$ cat src/rtl/master_port.sv
// Initiator front end for the serial system bus: wins the bus, shifts address and
// write data out LSB-first, and gathers serial read data back into a parallel word.
module master_port #(
  parameter int ADDR_W = 12,
  parameter int DATA_W = 8
) (
  input  logic              in_clk,
  input  logic              reset_n,
  input  logic              par_valid,
  input  logic              par_write,
  input  logic [ADDR_W-1:0] par_addr,
  input  logic [DATA_W-1:0] par_wdata,
  output logic              par_ready,
  output logic [DATA_W-1:0] par_rdata,
  output logic              bus_req,
  input  logic              bus_grant,
  output logic              ser_valid,
  output logic              ser_write,
  output logic              ser_addr,
  output logic              ser_wdata,
  input  logic              ser_in_valid_ready,
  input  logic              ser_rdata
);

  localparam int MAX_W = (ADDR_W > DATA_W) ? ADDR_W : DATA_W;
  localparam int CNT_W = $clog2(MAX_W + 1);
  localparam logic [CNT_W-1:0] ADDR_LAST = CNT_W'(ADDR_W - 1);
  localparam logic [CNT_W-1:0] DATA_LAST = CNT_W'(DATA_W - 1);

  typedef enum logic [2:0] {
    IDLE,
    REQ,
    TX_ADDR,
    TX_DATA,
    WAIT_ACK,
    RX_DATA,
    DONE
  } state_t;

  state_t            state;
  state_t            state_next;
  logic [CNT_W-1:0]  count;
  logic              write_q;
  logic [ADDR_W-1:0] addr_q;
  logic [ADDR_W-1:0] addr_sr;
  logic [DATA_W-1:0] data_q;
  logic [DATA_W-1:0] data_sr;
  logic [DATA_W-1:0] cap_sr;
  logic [DATA_W-1:0] cap_next;

  // A grant drop in any bus-owning shift phase wins over phase completion.
  always_comb begin
    state_next = state;
    cap_next   = {ser_rdata, cap_sr[DATA_W-1:1]};
    case (state)
      IDLE:     if (par_valid) state_next = REQ;
      REQ:      if (bus_grant) state_next = TX_ADDR;
      TX_ADDR: begin
        if (!bus_grant)              state_next = REQ;
        else if (count == ADDR_LAST) state_next = write_q ? TX_DATA : RX_DATA;
      end
      TX_DATA: begin
        if (!bus_grant)              state_next = REQ;
        else if (count == DATA_LAST) state_next = WAIT_ACK;
      end
      WAIT_ACK: if (ser_in_valid_ready) state_next = DONE;
      RX_DATA: begin
        if (!bus_grant)                                    state_next = REQ;
        else if (ser_in_valid_ready && count == DATA_LAST) state_next = DONE;
      end
      DONE:     state_next = IDLE;
      default:  state_next = IDLE;
    endcase
  end

  // Control registers: phase counter restarts on every state change.
  always_ff @(posedge in_clk or negedge reset_n) begin
    if (!reset_n) begin
      state     <= IDLE;
      count     <= '0;
      par_rdata <= '0;
    end else begin
      state <= state_next;
      if (state_next != state)
        count <= '0;
      else if (state == TX_ADDR || state == TX_DATA ||
               (state == RX_DATA && ser_in_valid_ready))
        count <= count + CNT_W'(1);
      if (state == RX_DATA && state_next == DONE)
        par_rdata <= cap_next;
    end
  end

  // Shadow and shift registers; REQ reloads the shifters so a regrant resends from bit 0.
  always_ff @(posedge in_clk) begin
    if (state == IDLE && par_valid) begin
      addr_q  <= par_addr;
      data_q  <= par_wdata;
      write_q <= par_write;
    end
    if (state == REQ) begin
      addr_sr <= addr_q;
      data_sr <= data_q;
    end
    if (state == TX_ADDR) addr_sr <= addr_sr >> 1;
    if (state == TX_DATA) data_sr <= data_sr >> 1;
    if (state == RX_DATA && ser_in_valid_ready) cap_sr <= cap_next;
  end

  assign bus_req   = (state == REQ) || (state == TX_ADDR) || (state == TX_DATA) ||
                     (state == WAIT_ACK) || (state == RX_DATA);
  assign ser_write = bus_req & write_q;
  assign ser_valid = (state == TX_ADDR) || (state == TX_DATA);
  assign ser_addr  = (state == TX_ADDR) & addr_sr[0];
  assign ser_wdata = (state == TX_DATA) & data_sr[0];
  assign par_ready = (state == DONE);

endmodule

$ cat config.mk
export PLATFORM = sky130hd
export DESIGN_NAME = master_port
export DESIGN_NICKNAME = d
export VERILOG_FILES = /design/src/rtl/master_port.sv
export SDC_FILE = /design/constraint.sdc
export NUM_CORES = 1
export LEC_CHECK = 0
export CAP_MARGIN = 20
export CORE_ASPECT_RATIO = 1.4
export CORE_MARGIN = 4
export CORE_UTILIZATION = 55
export CTS_BUF_LIST = sky130_fd_sc_hd__clkbuf_4
export CTS_CLUSTER_SIZE = 10
export DETAILED_ROUTE_END_ITERATION = 8
export MAX_ROUTING_LAYER = met4
export PLACE_DENSITY = 0.8
export SLEW_MARGIN = 10
export SYNTH_ARGS = -nofsm -noshare
export SYNTH_HDL_FRONTEND = slang
export SYNTH_SLANG_ARGS = --single-unit
$ cat constraint.sdc
create_clock -name in_clk -period 5.89 [get_ports in_clk]
set_input_delay 1.178 -clock in_clk [delete_from_list [all_inputs] [get_ports in_clk]]
set_output_delay 1.178 -clock in_clk [all_outputs]
set_load 0.005 [all_outputs]
Word-level counts from Yosys, hierarchy flattened
Cells that the tools add are included.
{"block": "op_classes", "addsub": 1, "eq_ne": 10, "n_mux": 17, "bitwise_logic": 3, "n_reduce_logical": 14}
{"cell": "$mux 3", "n": 10}
{"cell": "$mux 11", "n": 2}
{"cell": "$pmux 3 s6", "n": 1}
{"cell": "$mux 7", "n": 2}
{"cell": "$eq 3x3->1 const B", "n": 4}
{"cell": "$mux 4", "n": 2}
{"cell": "$eq 3x2->1 const B", "n": 2}
{"cell": "$logic_or 1x1->1", "n": 6}
{"cell": "$reduce_bool 2->1", "n": 3}
{"cell": "$add 4x1->4 const B", "n": 1}
{"cell": "$eq 4x3->1 const B", "n": 1}
{"cell": "$eq 4x4->1 const B", "n": 1}
{"cell": "$logic_and 1x1->1", "n": 4}
{"cell": "$and 1x1->1", "n": 3}
{"cell": "$eq 3x1->1 const B", "n": 1}
{"cell": "$logic_not 3->1", "n": 1}
{"cell": "$ne 3x3->1", "n": 1}
{"block": "word_totals", "register_bits": 64, "input_bits": 27}

Longest topological paths before layout
{"block": "depth", "depth_word": 7, "mapped_depth": 6, "ltp_nobuf": 5}

Worst setup path before layout
Ideal clock, no wire load.
{"block": "synth_timing", "path_kind": "in2reg", "from": "input par_valid", "to": "register count[0]", "setup_ps": 137, "t_arrival_ps": 3987, "setup_slack_ps": 1766, "cell_stages": 4, "path_buffers": 0, "path_cell_list": "nor4b_1 a221oi_1 o311ai_2 nor3_1"}
{"block": "synth_between", "elab_chain_cells": 4, "elab_cells_between_ends": 5, "classes_between": "eq/ne (1); mux (3); reduce/logical (1)"}
{"item": "start: declaration", "line": "9", "rtl": "input logic par_valid,"}
{"item": "$mux 3 *", "line": "56", "rtl": "IDLE: if (par_valid) state_next = REQ;"}
{"item": "$pmux 3 s6 *", "line": "55", "rtl": "case (state)"}
{"item": "$ne 3x3->1 *", "line": "84", "rtl": "if (state_next != state)"}
{"item": "$mux 4 / $reduce_bool 2->1 (equally long branches)"}
{"item": "end signal: assignment", "line": "88", "rtl": "count <= count + CNT_W'(1);"}
{"item": "end: declaration", "line": "42", "rtl": "logic [CNT_W-1:0] count;"}
Every way passes the cells marked *; elsewhere a longest branch is shown, timed or not.
A chain may end at the register's enable or synchronous reset.

Final worst setup path
{"block": "layout_timing", "from": "register state[2]", "to": "output ser_wdata"}
{"block": "layout_between", "elab_chain_cells": 2}
{"item": "start: declaration", "line": "40", "rtl": "state_t state;"}
{"item": "start signal: assignment", "line": "83", "rtl": "state <= state_next;"}
{"item": "$eq 3x2->1", "line": "115", "rtl": "assign ser_wdata = (state == TX_DATA) & data_sr[0];"}
{"item": "$and 1x1->1", "line": "115"}
{"item": "end: declaration", "line": "20", "rtl": "output logic ser_wdata,"}
Every way passes these cells.

==> impl_metrics.env <==
export IMPL_status="finished clean"
export IMPL_critPathBufInv=2
export IMPL_antenna_diode_count=0
export IMPL_grt_max_degree=22
export IMPL_fin_nets=240
export IMPL_p_clk_share_pct=19.1
export IMPL_start_kind="flop"
export IMPL_critical_path_max_fanout=21
export IMPL_synth_cell_types=45
export IMPL_pwr_share_seq_pct=54.3
export IMPL_setup_violations_final=0
export IMPL_design_core_area_sq_um=4540
export IMPL_die_area_sq_um=5870
export IMPL_layout_common_cells="edfxtp_1, clkdlybuf4s50_1, mux2_2, dfrtp_1, clkbuf_4"
export IMPL_cpPeakStageDelay_ps=720
export IMPL_cts_sinks=63
export IMPL_relSlewSlack_pct=41.1
export IMPL_synth_flop_cell="edfxtp_1"
export IMPL_drive_above_1_share_pct=22.6
export IMPL_gp_congestion=0.905
export IMPL_p_sw_share_pct=30.6
export IMPL_clkLatencyLatePin_ps=410
export IMPL_cp_data_required_time_ps=4710
export IMPL_total_power_mw=1.27
export IMPL_period_share_pct=58.7
export IMPL_die_y_microns=89.1
export IMPL_cts_tree="done"
export IMPL_cp_slowest_cell="dfrtp_1"
export IMPL_period_minus_slack_ps=3460
export IMPL_hp_class="flop to flop"
export IMPL_cts_clk_slew_worst_paths_ps=110
export IMPL_layout_cells_non_filler=279
export IMPL_rsz0062_at_grt="no"
export IMPL_first_pass_iters=4
export IMPL_crit_family="flip-flops"
export IMPL_clock_root_buffer="clkbuf_4"
export IMPL_die_w_microns=65.9
export IMPL_io_buffer_count=40
export IMPL_synth_seq_area_share_pct=69.6
export IMPL_grt_remaining_overflow=0
export IMPL_routed_wl_microns=4420
export IMPL_place_inst=262
export IMPL_slew_violations=0
export IMPL_postRouteAntennaNets=0
export IMPL_clock_skew_ps=14.7
export IMPL_p_per_area_nw_per_um2=403
export IMPL_vias=1549
export IMPL_cts_setup_buffers=0
export IMPL_synth_edf_count=46
export IMPL_async_flop_share_pct=23.8
export IMPL_comb_power_share_pct=26.6
export IMPL_yosysTopAreaCell="edfxtp_1"
export IMPL_vias_per_cell=5.55
export IMPL_yosys_warnings=0
export IMPL_tns_ps=0
export IMPL_crit_type="flop to primary output"
export IMPL_hold_viol_final=0
export IMPL_netlist_area_sq_um=2580
export IMPL_grt_antenna_before_repair=0
export IMPL_htreeDepth=3
export IMPL_postCtsHoldBufs=0
export IMPL_grt_pass1_vias=1584
export IMPL_core_rowCount=29
export IMPL_cts_buffers=9
export IMPL_cap_violations=0
export IMPL_drtIter0Drc=67
export IMPL_mostFrequentLayoutCell="edfxtp_1"
export IMPL_crit_chain="nand2b_1 -> clkinv_1 -> and3_1 -> clkdlybuf4s50_1"
export IMPL_drc=0
export IMPL_hpwl_microns=3130
export IMPL_p_switching_mw=0.389
export IMPL_syn_instance_count=166
export IMPL_grt_usage_pct=17.2
export IMPL_start_util_pct=56.9
export IMPL_ys_seq_elements=63
export IMPL_ios=41
export IMPL_syn_to_final_growth_pct=22.2
export IMPL_p_leak_nw=1.15
export IMPL_avgSynthCellArea_sq_um=15.5
export IMPL_power_internal_mw=0.883
export IMPL_crit_arrival_ps=2280
export IMPL_clock_fmax_mhz=289
export IMPL_synth_fp_nets=194
export IMPL_peakVddDrop_v=0.000216
export IMPL_crit_path_end_kind="primary output"
export IMPL_tightest_slew_ps=881
export IMPL_clock_path_buffers=2
export IMPL_synthTopCellsByArea="edfxtp_1, dfrtp_1, mux2_2, dfxtp_1, nor3_1"
export IMPL_cts_resized=0
export IMPL_grt_pass1_wl_microns=7030
export IMPL_yosys_area_top_type_share_pct=53.5
export IMPL_avgRoutedWirePerCell_microns=15.8
## per-layer routing
layer,track usage [%],vias up,part of all wire (%)
met2,27.7,55,53
met3,7.55,7,7.5
li1,-,737,-
met4,9.25,0,1.6
met1,17.4,750,38
met5,-,-,0
## synthesized netlist by cell type, drive strengths merged (2+ instances only)
library cell,count
a21o,2
mux2,27
o21ai,6
xor2,2
edfxtp,46
a31oi,2
nor2,4
inv,5
a21oi,4
and3,3
nor2b,2
clkbuf,3
nand2,6
nor3,7
buf,4
dfxtp,2
dfrtp,15
nand2b,3
## power groups by stage
stage	clock (mW)	sequential, mW	combinational [mW]
2_1_floorplan	0	0.663	0.262
3_3_place_gp	0	0.697	0.319
3_5_place_dp	0	0.704	0.332
4_1_cts	0.248	0.692	0.335
5_1_grt	0.270	0.704	0.371
6_report	0.243	0.691	0.338
## cells by family after synthesis
logic type,after synthesis,share of synthesized area (%)
flops,63,69.6
simple gates,33,7.56
mux,28,12.2
compound gates,25,6.88
buf+inv,13,2.28
xor+xnor,3,1.02
fa+ha+maj,1,0.485
## final timing paths
path / depth (start not counted) / endpoint / slack, ps / from
setup / recovery: 4 / ser_wdata / 2430 / state[2]
hold / removal: 0 / cap_sr[5] / 470 / cap_sr[6]
setup reg to reg: 3 / addr_sr[8] / 3660 / state[0]
hold reg to reg: 0 / cap_sr[5] / 470 / cap_sr[6]
max in group asynchronous: 1 / par_rdata[1] / 4320 / reset_n
min in group asynchronous: 1 / par_rdata[6] / 1150 / reset_n
## registers in the layout, indices dropped and copies added (netlist names)
signal / cells
par_rdata: 8
data_q: 8
count: 4
addr_sr: 12
write_q: 1
state: 3
data_sr: 8
addr_q: 12
cap_sr: 7
## cell type report
class	instances	area, sq um
clock inverters	6	36.3
fillers	332	1380
well taps	62	77.6
clock buffers	10	75.1
inverters	6	22.5
repair buffers	42	415
multi-input cells	90	732
flip-flops and latches	63	1800
## stage by stage
| stage | instance area [sq um] | utilization [%] | setup slack, ps | hold slack, ps |
|---|---|---|---|---|
| 6_report | 3160 | 69.6 | 2430 | 466 |
| 5_1_grt | 3160 | 69.6 | 2300 | 492 |
| 3_3_place_gp | 3040 | 67.0 | 3000 | 440 |
| 3_5_place_dp | 3040 | 67.0 | 2920 | 455 |
| 4_1_cts | 3150 | 69.4 | 2440 | 475 |
| 2_1_floorplan | 2580 | - | 1770 | 420 |
Note: power is estimated with default switching activity, not from simulation.
